==> src/rtl/cla_pipe_adder_pkg.sv <==
// Shared definitions for the pipelined carry-lookahead adder/subtractor:
// operation encodings, lookahead group width and the parameter legality rule.
package cla_pipe_adder_pkg;

  localparam int unsigned GROUP_W = 4;

  typedef enum logic [1:0] {
    MODE_ADD  = 2'b00,
    MODE_SUB  = 2'b01,
    MODE_ADDC = 2'b10,
    MODE_SUBB = 2'b11
  } mode_e;

  // WIDTH must be a positive multiple of GROUP_W and STAGES must divide the group count.
  function automatic bit cfg_legal(input int unsigned width, input int unsigned stages);
    if (width < GROUP_W || (width % GROUP_W) != 0 || stages == 0) return 1'b0;
    return ((width / GROUP_W) % stages) == 0;
  endfunction

endpackage

==> src/rtl/cla_group4.sv <==
// Combinational 4-bit lookahead group: three internal carries plus group
// propagate/generate for the next lookahead level.
module cla_group4 (
  input  logic [3:0] p,
  input  logic [3:0] g,
  input  logic       cin,
  output logic [2:0] c,
  output logic       pg,
  output logic       gg
);

  // Separate assigns keep pg/gg visibly independent of cin.
  assign c[0] = g[0] | (p[0] & cin);
  assign c[1] = g[1] | (p[1] & g[0]) | (p[1] & p[0] & cin);
  assign c[2] = g[2] | (p[2] & g[1]) | (p[2] & p[1] & g[0]) | (p[2] & p[1] & p[0] & cin);

  assign pg = &p;
  assign gg = g[3] | (p[3] & g[2]) | (p[3] & p[2] & g[1]) | (p[3] & p[2] & p[1] & g[0]);

endmodule

==> src/rtl/cla_pipe_adder.sv <==
// Pipelined carry-lookahead adder/subtractor: one slice of lookahead groups is
// resolved per stage, with a bubble-collapsing valid/ready pipeline.
module cla_pipe_adder
  import cla_pipe_adder_pkg::*;
#(
  parameter int unsigned WIDTH  = 16,
  parameter int unsigned STAGES = 2
) (
  input  logic             clk,
  input  logic             rst,
  input  logic             in_valid,
  output logic             in_ready,
  input  logic [WIDTH-1:0] a,
  input  logic [WIDTH-1:0] b,
  input  logic             ci,
  input  logic [1:0]       mode,
  output logic             out_valid,
  input  logic             out_ready,
  output logic [WIDTH-1:0] sum,
  output logic             co,
  output logic             ovf,
  output logic             zero
);

  localparam int unsigned NG  = WIDTH / GROUP_W;
  localparam int unsigned GPS = NG / STAGES;
  localparam int unsigned SW  = GPS * GROUP_W;
  localparam int unsigned L   = STAGES - 1;

  if (!cfg_legal(WIDTH, STAGES)) begin : g_cfg_err
    $error("cla_pipe_adder: illegal WIDTH/STAGES combination");
  end

  // Carry into group hi, given carry cin into group lo, as a flat sum of products.
  function automatic logic la_carry(input logic [NG-1:0] pv, input logic [NG-1:0] gv,
                                    input logic cin, input int unsigned lo,
                                    input int unsigned hi);
    logic acc;
    logic term;
    term = cin;
    for (int unsigned m = 0; m < NG; m++) begin
      if (m >= lo && m < hi) term = term & pv[m];
    end
    acc = term;
    for (int unsigned m = 0; m < NG; m++) begin
      if (m >= lo && m < hi) begin
        term = gv[m];
        for (int unsigned n = 0; n < NG; n++) begin
          if (n > m && n < hi) term = term & pv[n];
        end
        acc = acc | term;
      end
    end
    return acc;
  endfunction

  logic [WIDTH-1:0] bx;
  logic             c0;

  always_comb begin
    bx = b;
    c0 = 1'b0;
    unique case (mode_e'(mode))
      MODE_ADD:  begin bx = b;  c0 = 1'b0; end
      MODE_SUB:  begin bx = ~b; c0 = 1'b1; end
      MODE_ADDC: begin bx = b;  c0 = ci;   end
      MODE_SUBB: begin bx = ~b; c0 = ci;   end
    endcase
  end

  // Inputs seen by each slice: conditioned operands for slice 0, previous register otherwise.
  logic             st_v_in   [STAGES];
  logic [WIDTH-1:0] st_p_in   [STAGES];
  logic [WIDTH-1:0] st_g_in   [STAGES];
  logic [WIDTH-1:0] st_sum_in [STAGES];
  logic             st_c_in   [STAGES];
  logic             st_as_in  [STAGES];
  logic             st_bs_in  [STAGES];

  logic             valid_q [STAGES];
  logic             c_q     [STAGES];
  logic [WIDTH-1:0] p_q     [STAGES];
  logic [WIDTH-1:0] g_q     [STAGES];
  logic [WIDTH-1:0] sum_q   [STAGES];
  logic             as_q    [STAGES];
  logic             bs_q    [STAGES];
  logic             zero_q;

  logic [NG-1:0]     pp;
  logic [NG-1:0]     gg;
  logic [NG-1:0]     cgrp;
  logic [WIDTH-1:0]  new_sum;
  logic [STAGES-1:0] slc_co;
  logic [WIDTH-1:0]  sum_nx [STAGES];
  logic [STAGES-1:0] rdy;

  // Stage k can take a beat unless it and every stage after it are full and the sink stalls.
  always_comb begin
    logic full;
    for (int unsigned k = 0; k < STAGES; k++) begin
      full = 1'b1;
      for (int unsigned j = 0; j < STAGES; j++) begin
        if (j >= k) full = full & valid_q[j];
      end
      rdy[k] = out_ready | ~full;
    end
  end

  for (genvar j = 0; j < NG; j++) begin : g_grp
    localparam int unsigned S = j / GPS;
    logic [2:0] c_int;

    cla_group4 u_grp (
      .p   (st_p_in[S][GROUP_W*j +: GROUP_W]),
      .g   (st_g_in[S][GROUP_W*j +: GROUP_W]),
      .cin (cgrp[j]),
      .c   (c_int),
      .pg  (pp[j]),
      .gg  (gg[j])
    );

    assign cgrp[j] = la_carry(pp, gg, st_c_in[S], S * GPS, j);
    assign new_sum[GROUP_W*j +: GROUP_W] = st_p_in[S][GROUP_W*j +: GROUP_W] ^ {c_int, cgrp[j]};
  end

  for (genvar s = 0; s < STAGES; s++) begin : g_stage
    localparam int unsigned LO = s * SW;

    if (s == 0) begin : g_in
      assign st_v_in[s]   = in_valid;
      assign st_p_in[s]   = a ^ bx;
      assign st_g_in[s]   = a & bx;
      assign st_c_in[s]   = c0;
      assign st_sum_in[s] = '0;
      assign st_as_in[s]  = a[WIDTH-1];
      assign st_bs_in[s]  = bx[WIDTH-1];
    end else begin : g_fwd
      assign st_v_in[s]   = valid_q[s-1];
      assign st_p_in[s]   = p_q[s-1];
      assign st_g_in[s]   = g_q[s-1];
      assign st_c_in[s]   = c_q[s-1];
      assign st_sum_in[s] = sum_q[s-1];
      assign st_as_in[s]  = as_q[s-1];
      assign st_bs_in[s]  = bs_q[s-1];
    end

    // Merge this slice's freshly resolved sum bits over the ones already produced.
    always_comb begin
      sum_nx[s] = st_sum_in[s];
      sum_nx[s][LO +: SW] = new_sum[LO +: SW];
    end

    assign slc_co[s] = la_carry(pp, gg, st_c_in[s], s * GPS, (s + 1) * GPS);

    always_ff @(posedge clk) begin
      if (rst) begin
        valid_q[s] <= 1'b0;
        c_q[s]     <= 1'b0;
        p_q[s]     <= '0;
        g_q[s]     <= '0;
        sum_q[s]   <= '0;
        as_q[s]    <= 1'b0;
        bs_q[s]    <= 1'b0;
      end else if (rdy[s]) begin
        valid_q[s] <= st_v_in[s];
        // Payload only moves with a real beat, so a bubble never disturbs held data.
        if (st_v_in[s]) begin
          c_q[s]   <= slc_co[s];
          p_q[s]   <= st_p_in[s];
          g_q[s]   <= st_g_in[s];
          sum_q[s] <= sum_nx[s];
          as_q[s]  <= st_as_in[s];
          bs_q[s]  <= st_bs_in[s];
        end
      end
    end
  end

  always_ff @(posedge clk) begin
    if (rst) begin
      zero_q <= 1'b0;
    end else if (rdy[L] && st_v_in[L]) begin
      zero_q <= (sum_nx[L] == '0);
    end
  end

  assign in_ready  = rdy[0] & ~rst;
  assign out_valid = valid_q[L];
  assign sum       = sum_q[L];
  assign co        = c_q[L];
  assign ovf       = (as_q[L] == bs_q[L]) && (sum_q[L][WIDTH-1] != as_q[L]);
  assign zero      = zero_q;

endmodule

==> config.mk <==
export PLATFORM = sky130hd
export DESIGN_NAME = cla_pipe_adder
export DESIGN_NICKNAME = d
export VERILOG_FILES = /design/src/rtl/cla_pipe_adder_pkg.sv /design/src/rtl/cla_group4.sv /design/src/rtl/cla_pipe_adder.sv
export SDC_FILE = /design/constraint.sdc
export NUM_CORES = 1
export LEC_CHECK = 0
export ABC_AREA = 1
export CAP_MARGIN = 20
export CORE_MARGIN = 2
export CORE_UTILIZATION = 44
export CTS_CLUSTER_DIAMETER = 100
export DETAILED_ROUTE_END_ITERATION = 12
export GPL_TIMING_DRIVEN = 0
export PLACE_DENSITY = 0.71
export SLEW_MARGIN = 10
export SYNTH_ARGS = -nofsm -noshare
export SYNTH_HDL_FRONTEND = slang
export SYNTH_SLANG_ARGS = --single-unit
==> constraint.sdc <==
create_clock -name clk -period 2.2 [get_ports clk]
set_input_delay 0.22 -clock clk [delete_from_list [all_inputs] [get_ports clk]]
set_output_delay 0.22 -clock clk [all_outputs]
set_load 0.02 [all_outputs]
==> results.yml <==
layout:
  diodes: 0
  area_delta_synth_final_pct: 29.6
  design_area_um2: 3660
  final_cell_mix: "64 x nor2_1, 61 x inv_1, 58 x clkdlybuf4s50_1"
  drive_gt1_share_pct: 6.91
  final_nets: 434
  utilization_pct: 58.3
  final_common_cell: "nor2_1"
  nFillCells: 564
  layout.cells.non_filler: 453
yosys:
  yosysWarnings: 0
  synthCells: 309
  yosysSeqAreaShare_pct: 51.7
  synth_nets: 368
  ys_types: 26
  syn_area_um2: 2830
  ys_ff_latch: 49
  avgSynthCellArea_um2: 9.15
die:
  die_h_um: 84.2
  rows: 29
  core_um2: 6280
  pin_count: 60
  initial_utilization_pct: 45.0
  fp.dieW_um: 84.2
  die_area_um2: 7080
routing:
  drc: 0
  ant_nets: 0
  first_pass_iters: 4
  vias_per_cell: 4.55
  wirelength_mm: 4.78
  wire_per_inst_um: 10.5
  vias: 2059
  drtIter0Drc: 66
power_and_ir_drop:
  p_int_mw: 1.71
  p_total_mw: 2.30
  pwr-share-clk_pct: 28.0
  p_sw_uw: 587
  p_per_area_nw_per_um2: 628
  swShare_pct: 25.5
  comb_power_share_pct: 22.2
  cellLeakagePower_nw: 1.66
  pwr-share-seq_pct: 49.8
  vdd.ir_drop.worst_v: 0.000328
grt:
  grt_pass1_vias: 2005
  grt_antenna_before_repair: 0
  grt.total_usage_pct: 14.8
  overflow: 0
  grt_max_degree: 28
  grt_first_pass_wirelength_mm: 8.44
sta:
  slew_headroom_pct: 52.9
  finClkSkew_ps: 2.94
  tns_ps: 0
  setup_ws_ps: 85.2
  worstMarginPinSlew_ps: 705
  max_freq_ghz: 0.473
  slew_viol_final: 0
  grt_setup_unrepaired: "false"
  fin_crit_ps: 2110
  setup_viol: 0
  holdWs_ps: 400
  post-route-period-util_pct: 96.1
  finalHoldViolations: 0
placement:
  placed_cells: 444
  place_hpwl_mm: 3.80
  place_area_um2: 3510
  numPortBuffers: 58
  gp_congestion: 0.806
  preCtsSetupSlack_ps: -249
clock_tree:
  cts.htree.levels: 2
  clk_path_buf_depth: 2
  cts.sinks: 49
  clockRootBuffer: "clkbuf_8"
  cts_tree: "built"
  cts_buffers: 5
  insertion_delay_ps: 290
  clkTransAtPathRegs_ps: 80
worst_setup_path:
  critical_path.max_stage_delay_ps: 410
  worstPathArrival_ps: 2160
  path_max_fanout: 4
  crit_required_ps: 2250
  crit_type: "input port to register"
  crit_chain: "clkdlybuf4s50_1 -> xor2_1 -> ha_1 -> nand2_1 -> inv_1 -> nand3_2 -> nand3_2 -> inv_1 -> fa_1 -> xor2_1 -> nor2_1"
  crit_family: "adder cells"
  slowest_stage: "clkdlybuf4s50_1"
  cp-end-kind: "register"
  start_kind: "input port"
  crit_buf_inv: 3
  r2r_slack_ps: 340
worst_hold_path:
  hp-class: "input port to register"
flow_run:
  drv_cap: 0
status:
  status: "complete, no violations"
-- cell families after synthesis --
group	after synthesis	share of synthesized area (%)
buffers and inverters	70	9.83
XOR/XNOR	19	5.89
AO/OA/AOI/OAI	18	3.81
adder cells (fa/ha/maj)	20	9.38
AND/OR/NAND/NOR	133	19.4
flip-flops	49	51.7
-- power by group through the flow --
stage	clock, mW	combinational, mW	sequential (mW)
after global placement	0	0.489	1.17
final	0.644	0.511	1.14
after floorplan	0	0.287	1.19
after detailed placement	0	0.498	1.17
after global routing	0.704	0.578	1.16
after CTS	0.659	0.504	1.15
-- per-layer routing --
layer | up-vias | share of wire, % | track usage (%)
li1 | 1101 | - | -
met1 | 901 | 45 | 17.8
met2 | 50 | 50 | 26.3
met3 | 7 | 4.6 | 3.54
met4 | 0 | 0.96 | 4.55
met5 | - | 0 | 0
-- path summary, 6_finish.rpt --
kind                            startpoint          end  cells after the start
worst max register to register  p_q[0][11]         zero                     12
worst min-delay path               mode[0]      bs_q[0]                      4
worst min register to register        zero         zero                      2
worst max-delay path                  b[1]  sum_q[0][5]                     11
-- Yosys cell counts --
cell | instances | area (um2)
buf_6 | 1 | 11.3
a211oi_1 | 1 | 7.51
nand2_1 | 47 | 176
o21ai_1 | 2 | 10.0
ha_1 | 18 | 225
nor2_1 | 64 | 240
nand3b_1 | 2 | 15.0
fa_1 | 2 | 40.0
xor2_1 | 17 | 149
nor2_2 | 2 | 12.5
o21ai_0 | 2 | 10.0
xnor2_1 | 2 | 17.5
buf_2 | 4 | 20.0
nor3_1 | 2 | 10.0
nand4_1 | 2 | 12.5
inv_2 | 2 | 7.51
dfxtp_1 | 1 | 20.0
inv_1 | 62 | 233
nand3_1 | 11 | 55.1
nand3_2 | 2 | 20.0
inv_4 | 1 | 6.26
a221oi_1 | 1 | 8.76
edfxtp_1 | 48 | 1440
a21oi_1 | 11 | 55.1
o21ai_4 | 1 | 16.3
or2_2 | 1 | 6.26
-- worst min-delay path, delay by kind of cell --
| family | cells | cell delay (ps) |
|---|---|---|
| buf+inv | 2 | 180 |
| simple gates | 1 | 70 |
| compound gates | 1 | 60 |
-- cell type report --
cell class              count  area (um2)  area share, %
clock inverters             2        37.5           1.02
repair buffers             59         608           16.6
plain buffers               5        33.8          0.922
flip-flops and latches     49        1460           39.9
well taps                  77        96.3           2.63
clock buffers               6        82.6           2.25
inverters                  65         246           6.73
multi-input cells         190        1100           29.9
-- flip-flops by register name, summed over array words and instances, names as in the netlist --
| signal | flops |
|---|---|
| zero | 1 |
| sum_q | 24 |
| valid_q | 2 |
| as_q | 2 |
| p_q | 8 |
| bs_q | 2 |
| g_q | 8 |
| c_q | 2 |
-- timing repair --
action	in CTS	in global routing
setup endpoints to repair	0	2
hold buffers	0	0
buffers inserted	0	0
resized for setup	0	3
Power figures use the tool's default switching activity.
